## src/rtl/asym_fifo_pkg.sv

```systemverilog
// Shared types and elaboration helpers for the asymmetric-width FIFO.
// Unit sizes are expressed in narrow lanes throughout.
package asym_fifo_pkg;

    typedef enum logic {WIDE_WR, WIDE_RD} asym_mode_t;

    function automatic int lanes_to_units(int ratio, bit wide);
        return wide ? ratio : 1;
    endfunction

    function automatic int cnt_width(int addr_width);
        return addr_width + 1;
    endfunction

endpackage

```

## src/rtl/asym_fifo_if.sv

```systemverilog
// Producer/consumer bundle of the asymmetric FIFO.
// Port widths follow the conversion direction chosen by WIDE_WRITE.
interface asym_fifo_if
    import asym_fifo_pkg::*;
#(
    parameter int DATA_WIDTH = 8,
    parameter int RATIO      = 4,
    parameter int ADDR_WIDTH = 4,
    parameter int WIDE_WRITE = 1
);
    localparam int WW = lanes_to_units(RATIO, WIDE_WRITE != 0) * DATA_WIDTH;
    localparam int RW = lanes_to_units(RATIO, WIDE_WRITE == 0) * DATA_WIDTH;

    logic                  wr;
    logic [WW-1:0]         w_data;
    logic                  rd;
    logic [RW-1:0]         r_data;
    logic                  full;
    logic                  empty;
    logic                  almost_full;
    logic [ADDR_WIDTH:0]   count;
    logic                  ovf;
    logic                  unf;

    modport master (
        output wr, w_data, rd,
        input  r_data, full, empty, almost_full, count, ovf, unf
    );

    modport slave (
        input  wr, w_data, rd,
        output r_data, full, empty, almost_full, count, ovf, unf
    );

endinterface

```

## src/rtl/asym_fifo_ptr_ctrl.sv

```systemverilog
// Pointer, occupancy and flag control for the asymmetric FIFO.
// Flags decode only from the count register; no wr/rd to flag path.
module asym_fifo_ptr_ctrl
    import asym_fifo_pkg::*;
#(
    parameter int ADDR_WIDTH = 4,
    parameter int WU         = 4,
    parameter int RU         = 1,
    parameter int AF_THRESH  = 12
) (
    input  logic                  clk,
    input  logic                  reset,
    input  logic                  wr,
    input  logic                  rd,
    output logic                  wr_acc,
    output logic [ADDR_WIDTH-1:0] wr_ptr,
    output logic [ADDR_WIDTH-1:0] rd_ptr,
    output logic [ADDR_WIDTH:0]   count,
    output logic                  full,
    output logic                  empty,
    output logic                  almost_full,
    output logic                  ovf,
    output logic                  unf
);
    localparam int CW = cnt_width(ADDR_WIDTH);
    localparam logic [CW-1:0] DEPTH_C = CW'(1 << ADDR_WIDTH);
    localparam logic [CW-1:0] WU_C    = CW'(WU);
    localparam logic [CW-1:0] RU_C    = CW'(RU);
    localparam logic [CW-1:0] AF_C    = CW'(AF_THRESH);

    logic [ADDR_WIDTH-1:0] wr_ptr_q, wr_ptr_d;
    logic [ADDR_WIDTH-1:0] rd_ptr_q, rd_ptr_d;
    logic [CW-1:0]         count_q, count_d;
    logic                  ovf_q, ovf_d;
    logic                  unf_q, unf_d;
    logic                  rd_acc;

    assign full        = (DEPTH_C - count_q) < WU_C;
    assign empty       = count_q < RU_C;
    assign almost_full = count_q >= AF_C;

    always_comb begin
        wr_acc   = wr && !full;
        rd_acc   = rd && !empty;
        wr_ptr_d = wr_ptr_q;
        rd_ptr_d = rd_ptr_q;
        if (wr_acc) wr_ptr_d = wr_ptr_q + ADDR_WIDTH'(WU);
        if (rd_acc) rd_ptr_d = rd_ptr_q + ADDR_WIDTH'(RU);
        count_d = count_q + (wr_acc ? WU_C : '0) - (rd_acc ? RU_C : '0);
        ovf_d   = wr && full;
        unf_d   = rd && empty;
    end

    always_ff @(posedge clk or posedge reset) begin
        if (reset) begin
            wr_ptr_q <= '0;
            rd_ptr_q <= '0;
            count_q  <= '0;
            ovf_q    <= 1'b0;
            unf_q    <= 1'b0;
        end else begin
            wr_ptr_q <= wr_ptr_d;
            rd_ptr_q <= rd_ptr_d;
            count_q  <= count_d;
            ovf_q    <= ovf_d;
            unf_q    <= unf_d;
        end
    end

    assign wr_ptr = wr_ptr_q;
    assign rd_ptr = rd_ptr_q;
    assign count  = count_q;
    assign ovf    = ovf_q;
    assign unf    = unf_q;

endmodule

```

## src/rtl/asym_fifo.sv

```systemverilog
// Asymmetric-width FIFO: lane-addressed storage with wide/narrow muxing.
// Wide words are little-endian; lane 0 is stored and read first.
module asym_fifo
    import asym_fifo_pkg::*;
#(
    parameter int DATA_WIDTH = 8,
    parameter int RATIO      = 4,
    parameter int ADDR_WIDTH = 4,
    parameter int WIDE_WRITE = 1,
    parameter int AF_THRESH  = 12
) (
    input  logic       clk,
    input  logic       reset,
    asym_fifo_if.slave bus
);
    localparam asym_mode_t MODE = (WIDE_WRITE != 0) ? WIDE_WR : WIDE_RD;
    localparam int WU    = lanes_to_units(RATIO, MODE == WIDE_WR);
    localparam int RU    = lanes_to_units(RATIO, MODE == WIDE_RD);
    localparam int DEPTH = 1 << ADDR_WIDTH;

    logic [DATA_WIDTH-1:0] mem_q [DEPTH];
    logic                  wr_acc;
    logic [ADDR_WIDTH-1:0] wr_ptr;
    logic [ADDR_WIDTH-1:0] rd_ptr;

    asym_fifo_ptr_ctrl #(
        .ADDR_WIDTH (ADDR_WIDTH),
        .WU         (WU),
        .RU         (RU),
        .AF_THRESH  (AF_THRESH)
    ) u_ctrl (
        .clk         (clk),
        .reset       (reset),
        .wr          (bus.wr),
        .rd          (bus.rd),
        .wr_acc      (wr_acc),
        .wr_ptr      (wr_ptr),
        .rd_ptr      (rd_ptr),
        .count       (bus.count),
        .full        (bus.full),
        .empty       (bus.empty),
        .almost_full (bus.almost_full),
        .ovf         (bus.ovf),
        .unf         (bus.unf)
    );

    // Storage is deliberately left out of reset.
    always_ff @(posedge clk) begin
        if (wr_acc) begin
            for (int i = 0; i < WU; i++) begin
                mem_q[wr_ptr + ADDR_WIDTH'(i)] <= bus.w_data[i*DATA_WIDTH +: DATA_WIDTH];
            end
        end
    end

    always_comb begin
        bus.r_data = '0;
        for (int i = 0; i < RU; i++) begin
            bus.r_data[i*DATA_WIDTH +: DATA_WIDTH] = mem_q[rd_ptr + ADDR_WIDTH'(i)];
        end
    end

endmodule
```

## src/flat_wrapper.sv

```systemverilog
// flat-port wrapper written by rule: the top's interface ports become plain ports
module asym_fifo_flat import asym_fifo_pkg::*;
#(
    parameter int DATA_WIDTH = 8,
    parameter int RATIO      = 4,
    parameter int ADDR_WIDTH = 4,
    parameter int WIDE_WRITE = 1,
    parameter int AF_THRESH  = 12
)
  (clk, reset, bus_wr, bus_w_data, bus_rd, bus_r_data, bus_full, bus_empty, bus_almost_full, bus_count, bus_ovf, bus_unf);
  asym_fifo_if #(.DATA_WIDTH(DATA_WIDTH), .RATIO(RATIO), .ADDR_WIDTH(ADDR_WIDTH), .WIDE_WRITE(WIDE_WRITE)) bus_i ();
  input  logic clk;
  input  logic reset;
  input wire logic [$bits(bus_i.wr)-1:0] bus_wr;
  input wire logic [$bits(bus_i.w_data)-1:0] bus_w_data;
  input wire logic [$bits(bus_i.rd)-1:0] bus_rd;
  output wire logic [$bits(bus_i.r_data)-1:0] bus_r_data;
  output wire logic [$bits(bus_i.full)-1:0] bus_full;
  output wire logic [$bits(bus_i.empty)-1:0] bus_empty;
  output wire logic [$bits(bus_i.almost_full)-1:0] bus_almost_full;
  output wire logic [$bits(bus_i.count)-1:0] bus_count;
  output wire logic [$bits(bus_i.ovf)-1:0] bus_ovf;
  output wire logic [$bits(bus_i.unf)-1:0] bus_unf;
  assign bus_i.wr = bus_wr;
  assign bus_i.w_data = bus_w_data;
  assign bus_i.rd = bus_rd;
  assign bus_r_data = bus_i.r_data;
  assign bus_full = bus_i.full;
  assign bus_empty = bus_i.empty;
  assign bus_almost_full = bus_i.almost_full;
  assign bus_count = bus_i.count;
  assign bus_ovf = bus_i.ovf;
  assign bus_unf = bus_i.unf;
  asym_fifo #(.DATA_WIDTH(DATA_WIDTH), .RATIO(RATIO), .ADDR_WIDTH(ADDR_WIDTH), .WIDE_WRITE(WIDE_WRITE), .AF_THRESH(AF_THRESH)) u_core (.clk(clk), .reset(reset), .bus(bus_i));
endmodule
```

## config.mk

```make
export PLATFORM = sky130hd
export DESIGN_NAME = asym_fifo_flat
export DESIGN_NICKNAME = d
export VERILOG_FILES = /design/src/rtl/asym_fifo_pkg.sv /design/src/rtl/asym_fifo_if.sv /design/src/rtl/asym_fifo_ptr_ctrl.sv /design/src/rtl/asym_fifo.sv /design/src/flat_wrapper.sv
export SDC_FILE = /design/constraint.sdc
export NUM_CORES = 1
export LEC_CHECK = 0
export CAP_MARGIN = 20
export CORE_MARGIN = 4
export CORE_UTILIZATION = 61
export DETAILED_ROUTE_END_ITERATION = 12
export PLACE_DENSITY = 0.88
export SYNTH_ARGS = -nofsm -noshare
export SYNTH_HDL_FRONTEND = slang
export SYNTH_SLANG_ARGS = --single-unit
```

## constraint.sdc

```tcl
create_clock -name clk -period 3.8 [get_ports clk]
set_input_delay 0.76 -clock clk [delete_from_list [all_inputs] [get_ports clk]]
set_output_delay 0.76 -clock clk [all_outputs]
set_load 0.01 [all_outputs]
```

### After elaboration in Yosys (flattened, before gate mapping)

Memories as Yosys holds them, arrays and structs flattened.
Index checks and enable logic that the tools add are counted.

* memories: 1
* logic and storage cells: 27
* RAM bits: 128
* output and inout port bits: 18
* register bits: 15

* magnitude comparators: 3
* add/subtract/negate cells: 8
* multiplexer cells: 4
* reductions and logical operators: 6

Memories
* u_core.mem_q: words 16, bits a word 8, rd ports 1, clocked after memory_dff 0, write ports 4, line asym_fifo.sv:21 `logic [DATA_WIDTH-1:0] mem_q [DEPTH];`

Operators by type and width (number)
* $add A4 B1 Y4 const B: 2
* $add A4 B2 Y4 const B: 2
* $add A5 B3 Y5: 1
* $ge A5 B4 Y1 const B: 1
* $lt A5 B1 Y1 const B: 1
* $lt A5 B3 Y1 const B: 1
* $sub A5 B1 Y5: 1
* $sub A5 B5 Y5 const A: 1
* $add A4 B3 Y4 const B: 1
* $logic_and A1 B1 Y1: 4
* $mux W1: 3
* $mux W3: 1
* $logic_not A1 Y1: 2

### Longest topological paths before layout

Gate-level depths: netlist (run 1).

* word-level depth: 7
* depth in mapped cells: 10
* gate-level depth less buffers: 10

### Hierarchy

From an unflattened synthesis (run 1), not the netlist that was laid out.

* cells, all modules: 1009
* area, all modules: 9959.6 um^2

Modules (own cells, without submodules)
* asym_fifo: cells an instance 945, times used 1, area each 9248.9 um^2
* asym_fifo_ptr_ctrl: cells an instance 64, times used 1, area each 710.7 um^2

### Least setup slack after synthesis (run 1)

OpenSTA, ideal clock, no wires.

* path kind: register to register
* from: register u_core.u_ctrl.count_q[1], in the netlist u_core.u_ctrl.count[1]
* to: register u_core.u_ctrl.count_q[4], in the netlist u_core.u_ctrl.count[4]
* data required time: 3721 ps
* arrival: 2177 ps
* path slack: 1544 ps
* path buffers: 0
* stages on the path, launching flop included: 11
* clock period less this slack: 2256 ps
* path through: dfrtp_1 nor2_1 a2bb2oi_1 and2_1 inv_1 ha_1 inv_1 ha_1 a21o_1 a21oi_1 xor2_1

* longest elaborated chain between the ends: 7
* elaborated cells on any way between the ends: 11
* classes of those cells: add/sub (3); order compare (2); mux (2); reduce/logical (4)

RTL lines
* from (decl): line asym_fifo_ptr_ctrl.sv:33 `logic [CW-1:0] count_q, count_d;`
* from (signal assigned): line asym_fifo_ptr_ctrl.sv:64 `count_q <= count_d;`
* $sub A5 B5 Y5: line asym_fifo_ptr_ctrl.sv:38 `assign full = (DEPTH_C - count_q) < WU_C;`
* $lt A5 B3 Y1: line asym_fifo_ptr_ctrl.sv:38
* $logic_not A1 Y1: line asym_fifo_ptr_ctrl.sv:43 `wr_acc = wr && !full;`
* $logic_and A1 B1 Y1: line asym_fifo_ptr_ctrl.sv:43
* $mux W3: line asym_fifo_ptr_ctrl.sv:49 `count_d = count_q + (wr_acc ? WU_C : '0) - (rd_acc ? RU_C : '0);`
* $add A5 B3 Y5: line asym_fifo_ptr_ctrl.sv:49
* $sub A5 B1 Y5 *: line asym_fifo_ptr_ctrl.sv:49
* net u_core.u_ctrl.count_d[4]: line asym_fifo_ptr_ctrl.sv:33

Mark *: on every way through the listed nets, which the timed path passes. The rest lies on a longest branch.
A chain may end at the register's enable or synchronous reset.

### Worst setup path after layout (run 1)

* from: register u_core.u_ctrl.rd_ptr_q[2], in the netlist u_core.u_ctrl.rd_ptr[2]
* to: output port bus_r_data[2]

* longest elaborated chain between the ends: 1

RTL lines
* from (decl): line asym_fifo_ptr_ctrl.sv:32 `logic [ADDR_WIDTH-1:0] rd_ptr_q, rd_ptr_d;`
* from (signal assigned): line asym_fifo_ptr_ctrl.sv:63 `rd_ptr_q <= rd_ptr_d;`
* $mem_v2 Z16 W8
* to (decl): line flat_wrapper.sv:17 `output wire logic [$bits(bus_i.r_data)-1:0] bus_r_data;`

Every way passes these cells.

==> impl_metrics.toml, run 1 <==
[floorplan]
io_pins = 54
die_height_um = 105
num_rows = 35
die_x_um = 105
dieArea_mm2 = 0.0111
initial_core_util_pct = 62.6
core_area_mm2 = 0.00920

[critical_path]
crit_fanout = 17
crit_arrival_ns = 2.79
end_kind = "output pin"
start_kind = "register"
crit_type = "register to output pin"
cp_data_required_time_ns = 3.04

[place]
portBuffers = 53
gp_congestion = 0.722
dpl.hpwl_mm = 6.74

[global_route]
grt_util_all_layers_pct = 21.7
grt_max_degree = 33
grt_pass1_wl_mm = 17.9
grt_pass1_vias = 3255
antenna_found_initial = 0
gr-total-overflow = 0

[clock_network]
clkSinkCount = 141
clockBufferDepth = 2
cts_root_buf = "clkbuf_8"
cts_made_buffers = 17
clk_pin_slew_ns = 0.06
cts_setup_buffers = 0
postCtsHoldBufs = 0
clkLatencyLatePin_ns = 0.52
cts_tree = "yes"
cts_max_level = 4

[drt]
vias = 3046
drcViolationCount = 0
via_per_inst = 6.19
first_iter_violations = 200
routedWlPerCell_um = 22.6
antenna_left = 0
drt_pass1_iterations = 5
wl_mm = 11.1

[sta]
fin_crit_ns = 3.55
skew_ns = 0.00956
fin_tns_setup_ns = 0
relSlewSlack_pct = 62.4
rsz0062_at_grt = "no"
hold_violations = 0
setup_violations = 0
worstMarginPinSlew_ns = 0.564
timing.fmax_ghz = 0.281
holdWs_ns = 0.557
slew_viol_final = 0
fin_crit_sh_pct = 93.5

[final_layout]
final_common_cell = "edfxtp_1"
final_nets = 418
area_delta_synth_final_pct = 21.0
drive_gt1_share_pct = 17.3
num_antenna_cells = 0
final_core_util_pct = 75.7
final_cell_mix = "128 x edfxtp_1, 53 x clkdlybuf4s50_1, 32 x mux2i_1"

[hold_path]
worst_hold_path_type = "register to register"

[pwr]
p_leak_nw = 2.54
power_density_mw_per_mm2 = 850
ir_worst_vdd_mv = 0.571

[yosys]
ys_seq_area_share_pct = 72.4
syn_avg_cell_area_um2 = 19.1
synth_nets = 352
ys_warn_count = 0
synth.distinct_cells = 32
synthFlopType = "edfxtp_1"
syn_area_mm2 = 0.00576
ys_ff_latch = 141
synth_cells = 302
synth-edff-count = 128
synthArstFlopShare_pct = 9.22

[status]
status = "complete, no violations"

[job]
drv_cap = 0
-- worst max-delay path: stages (launching register included) --
cell	delay (ns)
dfrtp_1	0.60
and2_2	0.58
a221oi_2	0.16
o21ai_0	0.30
nand2_1	0.13
clkdlybuf4s50_1	0.50
-- state kept, by name, indices dropped and copies added (netlist names) --
register,count
u_core.mem_q,128
u_core.u_ctrl.rd_ptr,4
u_core.u_ctrl.ovf,1
u_core.u_ctrl.count,5
u_core.u_ctrl.wr_ptr,2
u_core.u_ctrl.unf,1
-- per-stage QoR --
step	setup slack, ns	cells	instance area, um2	total power [mW]
final	0.247	492	6960	5.92
after global routing	0.153	492	6960	6.20
after CTS	0.174	492	6960	5.94
after detailed placement	0.560	460	6370	4.27
after global placement	0.686	460	6370	4.14
after floorplan	1.54	302	5760	3.60
-- timing repair --
| item | CTS | global route |
|---|---|---|
| gates resized for setup | 1 | 1 |
| setup endpoints to repair | 2 | 1 |
| cloned | 0 | 0 |
-- cells in the mapped netlist, types with 4 or more instances --
cell type  count  area share [%]
ha_1          13             2.8
mux4_2        16             6.3
a221oi_1       7             1.1
a22oi_1        8             1.0
inv_1         14            0.91
a221oi_2       9             2.3
o21ai_0        9            0.78
and2_1         4            0.43
nand2_1        9            0.59
buf_6          8             1.6
and3_1         6            0.65
mux2i_1       32             5.6
edfxtp_1     128              67
dfrtp_1       13             5.7
-- final cells by class --
class                      count  area [um2]
inverter                      15        56.3
timing repair buffer          61         603
clock inverter                14         168
tap                          111         139
clock buffer                  18         418
fill                         535        2230
sequential                   141        4170
multi-input combinational    132        1410
-- path summary, 6_finish.rpt --
path / depth (start not counted) / slack (ns) / end / start
setup reg to reg: 10 / 1.23 / u_core.u_ctrl.count[4] / u_core.u_ctrl.count[1]
min in group asynchronous: 2 / 0.59 / u_core.u_ctrl.count[1] / reset
setup / recovery: 5 / 0.25 / bus_r_data[2] / u_core.u_ctrl.rd_ptr[2]
hold / removal: 1 / 0.56 / u_core.u_ctrl.wr_ptr[3] / u_core.u_ctrl.wr_ptr[3]
max in group asynchronous: 2 / 2.80 / u_core.u_ctrl.rd_ptr[0] / reset
hold reg to reg: 1 / 0.56 / u_core.u_ctrl.wr_ptr[3] / u_core.u_ctrl.wr_ptr[3]
-- power by group --
group          switching (mW)  total, mW  internal, mW
registers               0.179       2.27          2.09
logic                    1.10       2.04         0.933
clock network           0.618       1.62         0.998
-- routing by layer --
metal  track usage (%)  share of wire [%]
met2              35.6                 52
met3              6.36                4.9
met4              7.78                1.9
met5                 0                  0
met1              27.8                 41
-- logic make-up after synthesis --
family	after synthesis	share of synthesized area, %
mux	50	12.2
fa+ha+maj	14	3.17
buf+inv	29	3.24
compound gates	39	5.96
simple gates	23	2.09
flops	141	72.4
xor+xnor	6	0.913
(Power assumes the default switching activity.)
==> inputs of run 2 (changes only) <==
Settings changed: CTS_CLUSTER_SIZE from default to 24.
==> results of run 2 <==
Final layout, timing and power as in run 1 (identical DEF).
==> inputs of run 3 (changes only) <==
Settings changed: CORE_MARGIN 4 to 8, PLACE_DENSITY 0.88 to 0.81.
==> impl_metrics.toml, run 3 (synthesis results as in run 1) <==
[global_route]
grt_pass1_wl_mm = 17.0
grt_util_all_layers_pct = 18.0
gr-total-overflow = 0
grt_max_degree = 33
antenna_found_initial = 0
grt_pass1_vias = 3123

[critical_path]
end_kind = "output pin"
crit_fanout = 18
cp_data_required_time_ns = 3.04
start_kind = "register"
crit_chain = "buf_12 > mux2i_1 > a221oi_1 > o21ai_0 > nand2_1 > clkdlybuf4s50_1"
critical_path.max_stage_delay_ns = 0.67
crit_arrival_ns = 2.80
crit_slowest_cell = "dfrtp_2"
crit_type = "register to output pin"

[place]
dp.cells = 460
placed_area_mm2 = 0.00638
dpl.hpwl_mm = 6.60
portBuffers = 53
gp_congestion = 0.742

[floorplan]
core_area_mm2 = 0.00920
dieArea_mm2 = 0.0128
die_x_um = 113
die_height_um = 113
io_pins = 54
initial_core_util_pct = 62.6
num_rows = 35

[clock_network]
clkSinkCount = 141
cts_made_buffers = 17
cts_root_buf = "clkbuf_8"
clkLatencyLatePin_ns = 0.52
cts_tree = "yes"
clockBufferDepth = 2
clk_pin_slew_ns = 0.06
cts_max_level = 4
postCtsHoldBufs = 0

[final_layout]
drive_gt1_share_pct = 17.8
largest_reg_flops = 128
final_core_util_pct = 75.7
final_cell_mix = "128 x edfxtp_1, 53 x clkdlybuf4s50_1, 32 x mux2i_1"
final_nets = 418
num_antenna_cells = 0
area_delta_synth_final_pct = 20.9
design_area_mm2 = 0.00696
num-fill-cells = 515
fin_cells = 492
top_register = "u_core.mem_q"
final_common_cell = "edfxtp_1"

[hold_path]
worst_hold_path_type = "register to register"

[pwr]
ir_worst_vdd_mv = 0.534
power_density_mw_per_mm2 = 839
p_leak_nw = 2.54

[drt]
wl_mm = 10.8
drcViolationCount = 0
first_iter_violations = 198
via_per_inst = 5.89
vias = 2900
drt_pass1_iterations = 4
routedWlPerCell_um = 22.0
antenna_left = 0

[status]
status = "complete, no violations"

[sta]
fin_tns_setup_ns = 0
worstMarginPinSlew_ns = 0.537
slew_viol_final = 0
fin_crit_sh_pct = 93.7
relSlewSlack_pct = 64.1
setup_violations = 0
hold_violations = 0
fin_crit_ns = 3.56
rsz0062_at_grt = "no"
timing.fmax_ghz = 0.281
skew_ns = 0.00690

[job]
drv_cap = 0
-- run 3: cell types whose count changed in the layout (fill, tap and decap cells not counted), sizes merged --
cell	delta
clkbuf	-1
bufinv	-1
clkinvlp	-1
inv	+2
clkinv	+1
-- run 3: final timing paths --
check,from,to,slack [ns],cells past startpoint
setup / recovery,u_core.u_ctrl.rd_ptr[0],bus_r_data[5],0.24,6
hold / removal,u_core.u_ctrl.wr_ptr[3],u_core.u_ctrl.wr_ptr[3],0.55,1
setup reg to reg,u_core.u_ctrl.count[1],u_core.u_ctrl.count[4],1.24,10
hold reg to reg,u_core.u_ctrl.wr_ptr[3],u_core.u_ctrl.wr_ptr[3],0.55,1
max in group asynchronous,reset,u_core.u_ctrl.rd_ptr[0],2.85,2
min in group asynchronous,reset,u_core.u_ctrl.unf,0.57,2
-- run 3: layout make-up --
cell class | instances | area, um2 | area share, %
Sequential cell | 141 | 4170 | 59.9
Clock inverter | 15 | 163 | 2.34
Tap cell | 111 | 139 | 2.00
Clock buffer | 17 | 414 | 5.95
Inverter | 15 | 56.3 | 0.809
Multi-Input combinational cell | 132 | 1400 | 20.2
Timing Repair Buffer | 61 | 616 | 8.84
-- run 3: where the power goes --
group / switching, mW / internal [mW]
combinational: 0.999 / 0.938
clock: 0.659 / 0.942
sequential: 0.217 / 2.09
-- run 3: layer usage --
layer,up-vias,GRT usage [%],wire [um]
li1,1340,-,-
met1,1439,21.2,4340
met2,113,30.4,5580
met3,8,4.95,803
met4,0,7.73,97
met5,-,0,0
-- run 3: stage by stage --
stage / hold slack, ns / total power [mW] / setup slack [ns]
floorplan: 0.512 / 3.60 / 1.54
global placement: 0.535 / 4.18 / 0.667
detailed placement: 0.546 / 4.27 / 0.613
CTS: 0.561 / 5.89 / 0.229
global route: 0.580 / 6.14 / 0.0651
finish: 0.552 / 5.84 / 0.241
-- run 3: critical path, delay by kind of cell (launching register included) --
family | cells | cell delay (ns)
mux | 1 | 0.11
buf+inv | 2 | 0.79
simple gates | 1 | 0.12
flops | 1 | 0.67
compound gates | 2 | 0.58
-- run 3: timing repair --
action / in CTS / in global routing
resized for setup: 1 / 0
setup buffers: 0 / 0
setup endpoints to repair: 1 / 0
==> RTL change: new RTL, settings of run 2 <==
`DATA_WIDTH` is set to 8 in 3 places; all go to 6.
--- a/src/rtl/asym_fifo_if.sv
+++ b/src/rtl/asym_fifo_if.sv
@@ -5,3 +5,3 @@
 #(
-    parameter int DATA_WIDTH = 8,
+    parameter int DATA_WIDTH = 6,
     parameter int RATIO      = 4,
--- a/src/rtl/asym_fifo.sv
+++ b/src/rtl/asym_fifo.sv
@@ -5,3 +5,3 @@
 #(
-    parameter int DATA_WIDTH = 8,
+    parameter int DATA_WIDTH = 6,
     parameter int RATIO      = 4,
--- a/src/flat_wrapper.sv
+++ b/src/flat_wrapper.sv
@@ -3,3 +3,3 @@
 #(
-    parameter int DATA_WIDTH = 8,
+    parameter int DATA_WIDTH = 6,
     parameter int RATIO      = 4,
Interface: changed (resized bus_r_data and bus_w_data); port bits go from 54 to 44. No check against the original RTL was run, so the function may have changed too.
==> RTL change against run 2 <==
Sequential power down 20%; power down 34%; design area decreased by 26%; area after synthesis shrank 23%; setup slack gained 0.17 ns; routed wire length fell by 30%; highest routed layer unchanged; final cell count shrank 19%; sequential cell count decreased by 32.
==> RTL change: results (changes against run 2) <==
Outcome
  – Outcome: finished, final reports clean (unchanged)

Clock tree
  – H-tree depth: 3 (was 4)
  – Clk slew on worst S/H paths: 0.09 ns (was 0.06 ns)
  – # clock sinks: 109 (was 141)
  – Skew-Pair Late Insertion Delay: 0.35 ns (was 0.52 ns)
  – Total CTS buffers: 9 (was 17)

Power
  – VDD IR max: 476 µV (was 571 µV)
  – P_seq: 0.00181 W (was 0.00227 W)
  – Cell Pwr Density: 755 mW/mm² (was 850 mW/mm²)

Detailed routing
  – Total wire length: 7810 µm (was 11100 µm)
  – Vias: 2342 (was 3046)

Final layout
  – #MultiIn Comb: 110 (was 132)
  – Fraction of area in registers: 62.1% (was 59.9%)
  – Fillers: 421 (was 535)
  – Number of flip-flops under the largest register name: 96 (was 128)
  – Clk tree area frac: 3.36% (was 8.41%)

Global route
  – Pin count of the biggest net entering global routing: 25 (was 33)

STA
  – Relative slew slack: 55.0% (was 62.4%)
  – Hold_ws: 0.560 ns (was 0.557 ns)
  – Max Clock Skew: 0.0114 ns (was 0.00956 ns)

Critical path
  – Crit path max fanout: 13 (was 17)

Yosys
  – Top cells by area, synth: edfxtp_1 65%, dfrtp_1 7.3%, mux4_2 6.1% (was edfxtp_1 67%, mux4_2 6.3%, dfrtp_1 5.7%)
  – Synth top cells by count: 96 x edfxtp_1, 24 x mux2i_1, 15 x inv_1 (was 128 x edfxtp_1, 32 x mux2i_1, 16 x mux4_2)
  – Mapped Cells: 242 (was 302)

Placed design
  – GPL Wtd Cong: 0.779 (was 0.722)
  – Port buffer count: 43 (was 53)
  – Cell count after placement: 381 (was 460)
[RTL change: cell types whose count changed after synthesis, moves of 2 or more]
cell	change
nand2_1	-2
mux4_2	-4
buf_6	-7
a221oi_2	-9
a221oi_1	+5
edfxtp_1	-32
mux2i_1	-8
a22oi_1	-2
o21ai_0	-2
[RTL change: kinds of logic (layout without fill, tap and decap cells)]
| family | Yosys count | after routing | share of synthesized area (%) |
|---|---|---|---|
| flip-flops | 109 | 109 | 72.2 |
| multiplexers | 38 | 38 | 12.0 |
| AO/OA/AOI/OAI | 31 | 31 | 5.10 |
| buffers and inverters | 23 | 82 | 2.90 |
| AND/OR/NAND/NOR | 21 | 21 | 2.53 |
| adder cells (fa/ha/maj) | 14 | 14 | 4.11 |
| XOR/XNOR | 6 | 6 | 1.18 |
[RTL change: worst max-delay path by stage]
stage	slack [ns]	to	start	cells after the start
2_1_floorplan	1.54	u_core.u_ctrl.count[4]	u_core.u_ctrl.count[1]	10
3_3_place_gp	0.84	bus_r_data[1]	u_core.u_ctrl.rd_ptr[0]	5
4_1_cts	0.39	bus_r_data[1]	u_core.u_ctrl.rd_ptr[0]	5
6_report	0.42	bus_r_data[3]	u_core.u_ctrl.rd_ptr[1]	6
3_5_place_dp	0.79	bus_r_data[1]	u_core.u_ctrl.rd_ptr[0]	5
5_1_grt	0.25	bus_r_data[4]	u_core.u_ctrl.rd_ptr[1]	6
[RTL change: routing by layer]
layer	vias to the layer above	track usage [%]	wire (µm)
li1	1063	-	-
met1	1173	25.1	3220
met2	88	32.7	4000
met3	18	3.70	416
met4	0	8.06	171
met5	-	0	0
[RTL change: critical path, stage by stage (launching register included)]
cell and delay, ns:
dfrtp_1 0.48, buf_4 0.24, and2_1 0.35, a221oi_1 0.42, a22oi_1 0.16, nand2_1 0.09, clkdlybuf4s50_1 0.54
